### src/rtl/lpm_fifo_dc_rdflags.sv
// Read-side pointer and flag stage of the dual-clock LPM FIFO.
// Compares the local read pointer with the synchronised write pointer and registers every flag.
module lpm_fifo_dc_rdflags #(
    parameter int    lpm_widthad            = 8,
    parameter int    lpm_almost_empty_value = 2,
    parameter string underflow_checking     = "ON"
) (
    input  logic                   clock,
    input  logic                   sclr,
    input  logic                   rdreq,
    input  logic [lpm_widthad:0]   wrptr_sync,
    output logic [lpm_widthad-1:0] rdaddr,
    output logic [lpm_widthad:0]   rd_ptr,
    output logic [lpm_widthad-1:0] rdusedw,
    output logic                   rdempty,
    output logic                   rdfull,
    output logic                   rdalmostempty,
    output logic                   rderr
);

    localparam int            W          = lpm_widthad + 1;
    localparam logic [W-1:0]  DEPTH_W    = {1'b1, {lpm_widthad{1'b0}}};
    localparam logic [W-1:0]  AE_THRESH  = W'(lpm_almost_empty_value);
    localparam bit            READ_BLIND = (underflow_checking == "OFF");

    typedef enum logic [1:0] {
        ST_EMPTY,
        ST_NORMAL,
        ST_FULL,
        ST_ERR
    } state_t;

    state_t                   state_reg;
    state_t                   state_next;
    logic [W-1:0]             rd_ptr_reg;
    logic [W-1:0]             rd_ptr_next;
    logic [W-1:0]             diff;
    logic                     rd_en;
    logic [lpm_widthad-1:0]   rdusedw_reg;
    logic                     rdempty_reg;
    logic                     rdfull_reg;
    logic                     rdalmostempty_reg;
    logic                     rderr_reg;

    // ERR freezes the pointer even when the underflow guard is disabled.
    always_comb begin
        rd_en       = rdreq & (state_reg != ST_ERR) & (~rdempty_reg | READ_BLIND);
        rd_ptr_next = rd_ptr_reg + W'(rd_en);
        diff        = wrptr_sync - rd_ptr_next;

        state_next = state_reg;
        if (state_reg != ST_ERR) begin
            if (diff == '0)
                state_next = ST_EMPTY;
            else if (diff < DEPTH_W)
                state_next = ST_NORMAL;
            else if (diff == DEPTH_W)
                state_next = ST_FULL;
            else
                state_next = ST_ERR;
        end
    end

    always_ff @(posedge clock) begin
        if (sclr) begin
            state_reg         <= ST_EMPTY;
            rd_ptr_reg        <= '0;
            rdusedw_reg       <= '0;
            rdempty_reg       <= 1'b1;
            rdfull_reg        <= 1'b0;
            rdalmostempty_reg <= 1'b1;
            rderr_reg         <= 1'b0;
        end else begin
            state_reg         <= state_next;
            rd_ptr_reg        <= rd_ptr_next;
            rdusedw_reg       <= diff[lpm_widthad-1:0];
            rdalmostempty_reg <= (diff < AE_THRESH);
            rdempty_reg       <= (state_next == ST_EMPTY) || (state_next == ST_ERR);
            rdfull_reg        <= (state_next == ST_FULL);
            rderr_reg         <= (state_next == ST_ERR);
        end
    end

    assign rd_ptr        = rd_ptr_reg;
    assign rdaddr        = rd_ptr_reg[lpm_widthad-1:0];
    assign rdusedw       = rdusedw_reg;
    assign rdempty       = rdempty_reg;
    assign rdfull        = rdfull_reg;
    assign rdalmostempty = rdalmostempty_reg;
    assign rderr         = rderr_reg;

endmodule

### config.mk
export PLATFORM = sky130hd
export DESIGN_NAME = lpm_fifo_dc_rdflags
export DESIGN_NICKNAME = d
export VERILOG_FILES = /design/src/rtl/lpm_fifo_dc_rdflags.sv
export SDC_FILE = /design/constraint.sdc
export NUM_CORES = 1
export LEC_CHECK = 0
export BUFFER_PORTS_ARGS = -buffer_cell sky130_fd_sc_hd__buf_2
export CAP_MARGIN = 20
export CORE_UTILIZATION = 47
export CTS_CLUSTER_DIAMETER = 200
export DETAILED_ROUTE_END_ITERATION = 12
export PLACE_DENSITY = 0.75
export RECOVER_POWER = 50
export SLEW_MARGIN = 10
export SYNTH_ARGS = -nofsm -noshare
export SYNTH_HDL_FRONTEND = slang
export SYNTH_SLANG_ARGS = --single-unit
export TNS_END_PERCENT = 30
### constraint.sdc
create_clock -name clock -period 4.4 [get_ports clock]
set_clock_uncertainty 0.05 [all_clocks]
set_input_delay 0.44 -clock clock [delete_from_list [all_inputs] [get_ports clock]]
set_output_delay 0.44 -clock clock [all_outputs]
set_load 0.02 [all_outputs]
== After elaboration in Yosys (flattened, before gate mapping) ==
Cells that the tools add are included.
Storage, ports and cells
  output and inout bits: 29
  bits of input ports: 12
  register bits: 23
  word-level logic and storage cells: 25
Operators by class
  reduce and logical (&&, ||, !) cells: 3
  mux-type cells: 4
  add/sub/neg operators: 2
  magnitude comparators: 2
  bitwise gates (word level): 3
  eq/ne operators: 4
Operators by type and width (count)
  $add 9x1->9: 1
  $eq 9x9->1 const B: 1
  $logic_not 9->1: 1
  $lt 9x2->1 const B: 1
  $lt 9x9->1 const B: 1
  $sub 9x9->9: 1
  $mux 2: 3
  $eq 2x2->1 const B: 2
  $and 1x1->1: 2
  $logic_not 2->1: 1
  $ne 2x2->1 const B: 1
  $logic_or 1x1->1: 1
  $mux 1: 1
  $not 1->1: 1

== Depth between registers and ports, before layout ==
Gate-level depths: netlist (run 1).
  depth after elaboration: 12
  mapped depth: 16
  depth with buffers taken out: 15

== Least setup slack after synthesis (run 1) ==
Ideal clock, no wire load.
  kind: flip-flop to flip-flop
  start point: register rdempty_reg, in the netlist rdempty
  end point: register rdempty_reg, in the netlist rdempty
  library setup time: 0.123 ns
  period minus slack after synthesis: 3.543 ns
  buffers on the path: 1
  stages on the path, launching flop included: 14
  data arrival time: 3.369 ns
  slack: 0.857 ns
  required time: 4.227 ns
  cells stage by stage: dfxtp_1 -> and3b_1 -> ha_1 -> nand3_1 -> xor2_1 -> ha_1 -> dlygate4sd1_1 -> or3_1 -> a41o_1 -> o21bai_4 -> nor4_4 -> and3_1 -> ha_1 -> or2_2
Between the ends
  longest elaborated chain between the ends: 11
  elaborated cells between the ends (all ways): 14
  those cells by class: add/sub: 2; order compare: 1; eq/ne: 2; mux: 4; bitwise: 2; reduce/logical: 3
Ends and longest elaborated chain
  start, declared: line 40  | logic rdempty_reg;
  start signal, assigned: line 78  | rdempty_reg <= (state_next == ST_EMPTY) || (state_next == ST_ERR);
  $not 1->1 *: line 47  | rd_en = rdreq & (state_reg != ST_ERR) & (~rdempty_reg | READ_BLIND);
  $and 1x1->1 *: line 47
  $add 9x1->9 *: line 48  | rd_ptr_next = rd_ptr_reg + W'(rd_en);
  $sub 9x9->9 *: line 49  | diff = wrptr_sync - rd_ptr_next;
  parallel branches: the longest is 3 deep, another holds $lt 9x9->1
  $mux 2 *: line 53  | if (diff == '0)
  $mux 2 *: line 52  | if (state_reg != ST_ERR) begin
  $eq 2x2->1 or $logic_not 2->1 (tied branches): line 78
  $logic_or 1x1->1 *: line 78
Every way passes the cells marked *.
A chain may end at the register's enable or synchronous reset.

== Final worst setup path (run 1) ==
  start point: register state_reg[0]
  end point: register rdempty_reg, in the netlist rdempty
Between the ends
  longest elaborated chain between the ends: 12
  elaborated cells between the ends (all ways): 15
  those cells by class: add/sub: 2; order compare: 1; eq/ne: 3; mux: 4; bitwise: 2; reduce/logical: 3
Ends and longest elaborated chain
  start, declared: line 33  | state_t state_reg;
  start signal, assigned: line 74  | state_reg <= state_next;
  parallel branches: the longest is 9 deep, another holds $add 9x1->9
  $mux 2 *: line 52
  $eq 2x2->1 or $logic_not 2->1 (tied branches): line 78
  $logic_or 1x1->1 *: line 78
Marked as above.

==> out/qor.tcl, run 1 <==
set qor(static-leakage-power_uw) 0.0006897
set qor(required_ps) 4560
set qor(synth-edff-count) 0
set qor(final_cells) 230
set qor(finalNetCount) 209
set qor(route.vias.total) 1221
set qor(worst_hold_path_type) {in -> reg}
set qor(core_area_sq_mm) 0.003028
set qor(power_frac_clock_pct) 23.9
set qor(post-dp-hpwl_um) 2329
set qor(layout_common_cells) {25 x sky130_fd_sc_hd__clkbuf_1, 23 x sky130_fd_sc_hd__dfxtp_1, 16 x sky130_fd_sc_hd__nor2_1}
set qor(min-delay-start) {sclr}
set qor(pwr-share-comb_pct) 22.0
set qor(cellPowerDensity_mw_per_mm2) 247.8
set qor(die_area_sq_mm) 0.003397
set qor(synth_area_per_cell_sq_um) 9.668
set qor(finalHoldWorstSlack_ps) 475.6
set qor(mappedNetlistNets) 176
set qor(cp-end-kind) {flop}
set qor(rsz0062_at_grt) {no}
set qor(max-vdd-ir-drop_mv) 0.09754
set qor(worstHoldEndpoint) {rdusedw[3]}
set qor(timing.final.crit_share_pct) 84.94
set qor(r2r_setup_slack_ps) 660
set qor(synth_ff_type) {sky130_fd_sc_hd__dfxtp_1}
set qor(drv.max_cap_violation_count) 0
set qor(detail_route.wirelength_um) 3060
set qor(drive_gt1_share_pct) 19.89
set qor(sw_frac_of_total_pct) 29.93
set qor(worst-r2r-cell-count) 14
set qor(cts_max_path_buffers) 2
set qor(critPathKind) {reg -> reg}
set qor(detail_route.iter0.violations) 27
set qor(vias_per_cell) 5.309
set qor(cts-buffers-inserted) 3
set qor(ctsHtreeMaxLevel) 1
set qor(first_global_vias) 1093
set qor(place_inst) 226
set qor(maxSlewViolCount) 0
set qor(diodes) 0
set qor(cp_max_fo) 6
set qor(grt_pass1_wl_um) 4850
set qor(final-setup-viol-count) 0
set qor(r2r_start) {state_reg[0]}
set qor(globalRoute.totalOverflow) 0
set qor(number_of_clock_sinks) 23
set qor(arrival_ps) 3900
set qor(floorplan.io_pins) 41
set qor(worst_setup_path_start_kind) {flop}
set qor(most_frequent_standard_cell_in_the_layout_excluding_fill_and_tap_cells) {sky130_fd_sc_hd__clkbuf_1}
set qor(cts_post_setup_buffers_inserted) 0
set qor(post_synth_main_area_contributors) {sky130_fd_sc_hd__dfxtp_1 31%, sky130_fd_sc_hd__ha_1 7.6%, sky130_fd_sc_hd__xnor2_1 5.3%}
set qor(synth.top_cell.area_share_pct) 30.92
set qor(cts_tree) {done}
set qor(power.switching_uw) 123.2
set qor(grtUsageTotal_pct) 18.84
set qor(port-buffer-count) 40
set qor(number_of_core_rows) 20
set qor(max-slew-margin-rel_pct) 65.59
set qor(gp_congestion) 0.8268
set qor(maximum_number_of_pins_on_one_net_before_global_route_repair) 24
set qor(clkSlewWorstSetupHoldPaths_ps) 130
set qor(synthArstFlopShare_pct) 0
set qor(timing.fmax_mhz) 267.6
set qor(largest_reg_flops) 9
set qor(final_hold_viol_count) 0
set qor(initial_antenna_violation_count) 0
set qor(worstSkewPairLatency_ps) 310
set qor(drt-wirelength-per-cell_um) 13.30
set qor(setup-tns-final_ps) 0
set qor(clock-root-buffer) {sky130_fd_sc_hd__clkbuf_4}
set qor(route.antenna.remaining_nets) 0
set qor(crit_path_start) {state_reg[0]}
set qor(synth_largest_area_cell) {sky130_fd_sc_hd__dfxtp_1}
set qor(post_synth_inst_count) 154
set qor(drc_errors) 0
set qor(postCtsHoldBufs) 0
set qor(mappedNetlistArea_sq_mm) 0.001489
set qor(cell_internal_power_uw) 288.3
set qor(timing.hold.worst_path_depth) 2
set qor(worst-slew-pin-transition_ps) 515.6
set qor(final_period_minus_worst_setup_slack_ps) 3737
set qor(cts.repair.resized) 0
set qor(starting_density_of_the_core_pct) 49.17
set qor(rr_endpoint) {rdempty}
set qor(drt_first_pass_iters) 6
set qor(synth.yosys.seq_area_share_pct) 30.92
set qor(areaGrowthSynthToFinish_pct) 11.51
set qor(die_height_um) 58.29
set qor(synth_cell_types) 56
set qor(synth.yosys.warnings) 0
set qor(die-width_um) 58.29
set qor(report.power.total_uw) 411.5
set qor(run_status) {complete, no violations}
set qor(power_frac_seq_pct) 54.1
set qor(yosys_register_bits) 23
==> power by group through the flow <==
stage               combinational [uW]  sequential [uW]  clock [uW]
finish                            90.4              222        98.5
global route                      99.0              224         109
CTS                               93.4              222         101
detailed placement                93.1              227           0
global placement                  91.5              226           0
floorplan                         54.9              239           0
==> synthesized netlist by cell type, drive strengths merged (2+ instances only) <==
cell / number
and2: 2
nor2b: 7
ha: 9
xnor2: 9
nand2b: 2
a31oi: 4
o31ai: 3
a211oi: 2
clkbuf: 2
o21ai: 2
xor2: 8
nor3b: 2
buf: 9
a21o: 2
dfxtp: 23
or3: 2
nand4: 2
nor2: 16
nand2: 8
or2: 2
nand3: 6
and3b: 2
a21oi: 3
inv: 4
and3: 2
==> area by class of cell <==
cell class | instances | area [sq um]
flip-flops and latches | 23 | 460.4
inverters | 4 | 15.01
fillers | 298 | 1368
clock buffers | 3 | 22.52
multi-input cells | 115 | 933.4
clock inverters | 1 | 5.005
well taps | 44 | 55.05
repair buffers | 40 | 168.9
==> worst max-delay path, stage by stage, from the launching register on <==
cell,delay (ps)
sky130_fd_sc_hd__dfxtp_1,330
sky130_fd_sc_hd__nand2_1,130
sky130_fd_sc_hd__and3b_1,220
sky130_fd_sc_hd__ha_1,230
sky130_fd_sc_hd__xnor2_1,320
sky130_fd_sc_hd__ha_1,290
sky130_fd_sc_hd__nand2b_1,150
sky130_fd_sc_hd__o211ai_2,150
sky130_fd_sc_hd__a221oi_4,310
sky130_fd_sc_hd__nor3_1,90
sky130_fd_sc_hd__o31a_1,320
sky130_fd_sc_hd__nor4_4,360
sky130_fd_sc_hd__and3_1,210
sky130_fd_sc_hd__ha_1,220
sky130_fd_sc_hd__or2_2,260
==> through the flow <==
step | cell area (sq um) | util [%] | setup slack, ps
3_5_place_dp | 1664 | 54.96 | 610.6
2_1_floorplan | 1489 | - | 857.4
6_report | 1660 | 54.83 | 662.8
3_3_place_gp | 1664 | 54.96 | 719.7
5_1_grt | 1660 | 54.83 | 409.6
4_1_cts | 1692 | 55.87 | 670.2
==> how the worst max path moves through the flow <==
stage               cells after the start  endpoint  slack, ps
floorplan                              13   rdempty        860
global placement                       14   rdempty        720
detailed placement                     14   rdempty        610
CTS                                    14   rdempty        670
global route                           14   rdempty        410
finish                                 14   rdempty        660
==> cells by family after synthesis <==
family	count (synthesis)	share of synthesized area, %
DFF	23	30.92
and+or+nand+nor	59	23.95
AOI/OAI and AO/OA	27	16.55
buffers and inverters	16	6.386
muxes	1	0.6723
adders and majority gates	10	8.908
xor gates and xnor gates	18	12.61
==> layer usage <==
metal	part of all wire (%)	global-route usage [%]	vias up
met4	0.78	7.143	0
met2	49	30.71	37
met3	3.6	2.902	2
met5	0	0	-
li1	-	-	604
met1	46	25.10	578
Power figures use the tool's default switching activity.
==> run 2, diff against run 1 <==
--- a/config.mk
+++ b/config.mk
@@ -10,7 +10,7 @@
 export CORE_UTILIZATION = 47
 export CTS_CLUSTER_DIAMETER = 200
 export DETAILED_ROUTE_END_ITERATION = 12
-export PLACE_DENSITY = 0.75
+export PLACE_DENSITY = 0.78
 export RECOVER_POWER = 50
 export SLEW_MARGIN = 10
 export SYNTH_ARGS = -nofsm -noshare
==> constraint.sdc (replaced) <==
create_clock -name clock -period 3.23 [get_ports clock]
set_clock_uncertainty 0.05 [all_clocks]
set_input_delay 0.323 -clock clock [delete_from_list [all_inputs] [get_ports clock]]
set_output_delay 0.323 -clock clock [all_outputs]
set_load 0.02 [all_outputs]
==> run 2 against run 1 <==
The run now ends with negative setup slack left. Fmax rose by 11%. Combinational power rose by 89%. Count of clock-buffer cells in the layout did not move. Final cell count rose by 13%. Largest cell class unchanged. Setup slack got worse by 810 ps. First-iteration DRC count rose by 26%. Non-clock buffer count rose by 31. Flip-flop and latch count did not move.
==> out/qor.tcl, run 2 (synthesis gave the netlist of run 1 again) <==
set qor(run_status) {complete, but fails checks}
set qor(violations) {negative setup slack}
set qor(die_height_um) 58.29 ;# unchanged
set qor(vias_per_cell) 5.192 ;# -2.2%
set qor(drc_errors) 0 ;# unchanged
set qor(critical_path.slowest_cell) {sky130_fd_sc_hd__dfxtp_4}
set qor(clkSlewWorstSetupHoldPaths_ps) 140 ;# about the same
set qor(finalNetCount) 240 ;# +15%
set qor(rr_endpoint) {rdempty}
set qor(post-dp-hpwl_um) 2672 ;# +15%
set qor(maxSlewViolCount) 0 ;# unchanged
set qor(first_global_vias) 1296 ;# +19%
set qor(timing.fmax_mhz) 296.2 ;# +11%
set qor(core_area_sq_mm) 0.003028 ;# unchanged
set qor(r2r_setup_slack_ps) -150 ;# -810 ps
set qor(ctsHtreeMaxLevel) 1 ;# unchanged
set qor(die-width_um) 58.29 ;# unchanged
set qor(floorplan.io_pins) 41 ;# unchanged
set qor(worst_hold_path_type) {in -> reg}
set qor(maximum_number_of_pins_on_one_net_before_global_route_repair) 24 ;# unchanged
set qor(route.vias.total) 1355 ;# +11%
set qor(final_hold_viol_count) 0 ;# unchanged
set qor(grtUsageTotal_pct) 22.51 ;# +3.7 points
set qor(setup-tns-final_ps) -208.9 ;# -208.9 ps
set qor(max-slew-margin-rel_pct) 71.33 ;# +5.7 points
set qor(path_cells) {and3b_2 > ha_4 > nand3_4 > xor2_2 > ha_1 > buf_4 > and2_1 > a31oi_1 > o21ai_1 > xor2_1 > buf_4 > nor4_4 > and3_1 > ha_1 > or2_4}
set qor(starting_density_of_the_core_pct) 49.17 ;# unchanged
set qor(port-buffer-count) 40 ;# unchanged
set qor(drive_gt1_share_pct) 45.16 ;# +25 points
set qor(cts_max_path_buffers) 2 ;# unchanged
set qor(crit_path_start) {rdempty}
set qor(drv.max_cap_violation_count) 0 ;# unchanged
set qor(worst-r2r-cell-count) 15 ;# +1
set qor(fin_util_pct) 68.22 ;# +13 points
set qor(arrival_ps) 3560 ;# -340 ps
set qor(worst_setup_path_start_kind) {flop}
set qor(cpPeakStageDelay_ps) 370 ;# about the same
set qor(r2r_start) {rdempty}
set qor(globalRoute.totalOverflow) 0 ;# unchanged
set qor(final_period_minus_worst_setup_slack_ps) 3376 ;# -361.3 ps
set qor(largest_reg_flops) 9 ;# unchanged
set qor(timing.final.crit_share_pct) 104.5 ;# +20 points
set qor(fillCellCount) 252 ;# -15%
set qor(final-setup-viol-count) 2 ;# +2
set qor(initial_antenna_violation_count) 0 ;# unchanged
set qor(static-leakage-power_uw) 0.0008942 ;# +30%
set qor(final_worst_slack_ps) -145.9 ;# -808.7 ps
set qor(die_area_sq_mm) 0.003397 ;# unchanged
set qor(detail_route.iter0.violations) 34 ;# +26%
set qor(drt-wirelength-per-cell_um) 14.39 ;# +8.1%
set qor(post-place-ws_ps) -288.9 ;# -899.5 ps
set qor(number_of_clock_sinks) 23 ;# unchanged
set qor(cellPowerDensity_mw_per_mm2) 300.0 ;# +21%
set qor(cts-buffers-inserted) 3 ;# unchanged
set qor(rsz0062_at_grt) {yes}
set qor(areaGrowthSynthToFinish_pct) 38.74
set qor(most_frequent_standard_cell_in_the_layout_excluding_fill_and_tap_cells) {sky130_fd_sc_hd__buf_4}
set qor(detail_route.wirelength_um) 3755 ;# +23%
set qor(cp-end-kind) {flop}
set qor(worst_setup_path_endpoint) {rdempty}
set qor(worst-slew-pin-transition_ps) 430.0 ;# -85.63 ps
set qor(report.power.total_uw) 619.8 ;# +51%
set qor(min-delay-start) {sclr}
set qor(number_of_core_rows) 20 ;# unchanged
set qor(gp_congestion) 0.8282 ;# +0.17%
set qor(route.antenna.remaining_nets) 0 ;# unchanged
set qor(worstSkewPairLatency_ps) 320 ;# about the same
set qor(critPathKind) {reg -> reg}
set qor(clock-root-buffer) {sky130_fd_sc_hd__clkbuf_4}
set qor(max-vdd-ir-drop_mv) 0.1958 ;# +100%
set qor(required_ps) 3410 ;# -1150 ps
set qor(layout_common_cells) {29 x sky130_fd_sc_hd__buf_4, 25 x sky130_fd_sc_hd__buf_2, 18 x sky130_fd_sc_hd__dfxtp_1}
set qor(diodes) 0 ;# unchanged
set qor(cp_max_fo) 4 ;# -2
set qor(drt_first_pass_iters) 4 ;# -2
set qor(grt_pass1_wl_um) 5775 ;# +19%
set qor(cts_tree) {done}
set qor(postCtsHoldBufs) 0 ;# unchanged
==> run 2: cell types whose count changed in the layout (fill, tap and decap cells not counted), sizes merged <==
cell,before,now
clkbuf,28,18
buf,15,56
==> run 2: cell type report <==
class	count	area [sq um]	area share [%]
Clock inverter	1	5.005	0.2423
Multi-Input combinational cell	115	1077	52.15
Sequential cell	23	469.2	22.71
Tap cell	44	55.05	2.665
Timing Repair Buffer	71	421.7	20.41
Clock buffer	3	22.52	1.090
Inverter	4	15.01	0.7268
==> run 2: stage by stage <==
step	hold slack (ps)	std cells	instance area (sq um)
after floorplan	344.6	154	1539
after global placement	469.9	251	1899
after detailed placement	512.4	251	1899
after CTS	351.5	259	2006
after global routing	372.3	261	2066
final	351.2	261	2066
==> run 2: timing repair <==
action,CTS,global route
buffers inserted,4,2
pin swaps,9,11
endpoints found under the setup margin,3,5
resized for setup,10,11
==> run 2: worst min path at each step <==
stage	to	slack, ps	depth (start not counted)
6_report	rdusedw[5]	350	2
5_1_grt	rdusedw[0]	370	4
4_1_cts	rdusedw[0]	350	4
3_5_place_dp	rd_ptr[8]	510	2
3_3_place_gp	rd_ptr[8]	470	2
2_1_floorplan	rd_ptr[0]	340	1
==> run 2: per-layer routing <==
metal,part of all wire [%],GRT usage [%],vias up
met1,46,29.25,654
met4,1.8,9.864,0
li1,-,-,659
met5,0,0,-
met2,49,37.77,35
met3,3.1,2.455,7
==> run 2: power breakdown <==
| group | switching [uW] | total [uW] | internal [uW] |
|---|---|---|---|
| Sequential | 6.40 | 305 | 299 |
| Clock | 96.9 | 143 | 46.5 |
| Combinational | 89.9 | 171 | 81.5 |
==> run 2: worst max-delay path, delay by kind of cell, from the launching register on <==
| family | cells | cell delay (ps) |
|---|---|---|
| compound gates | 2 | 250 |
| flops | 1 | 370 |
| xor+xnor | 2 | 320 |
| buf+inv | 2 | 320 |
| simple gates | 6 | 1230 |
| fa+ha+maj | 3 | 750 |
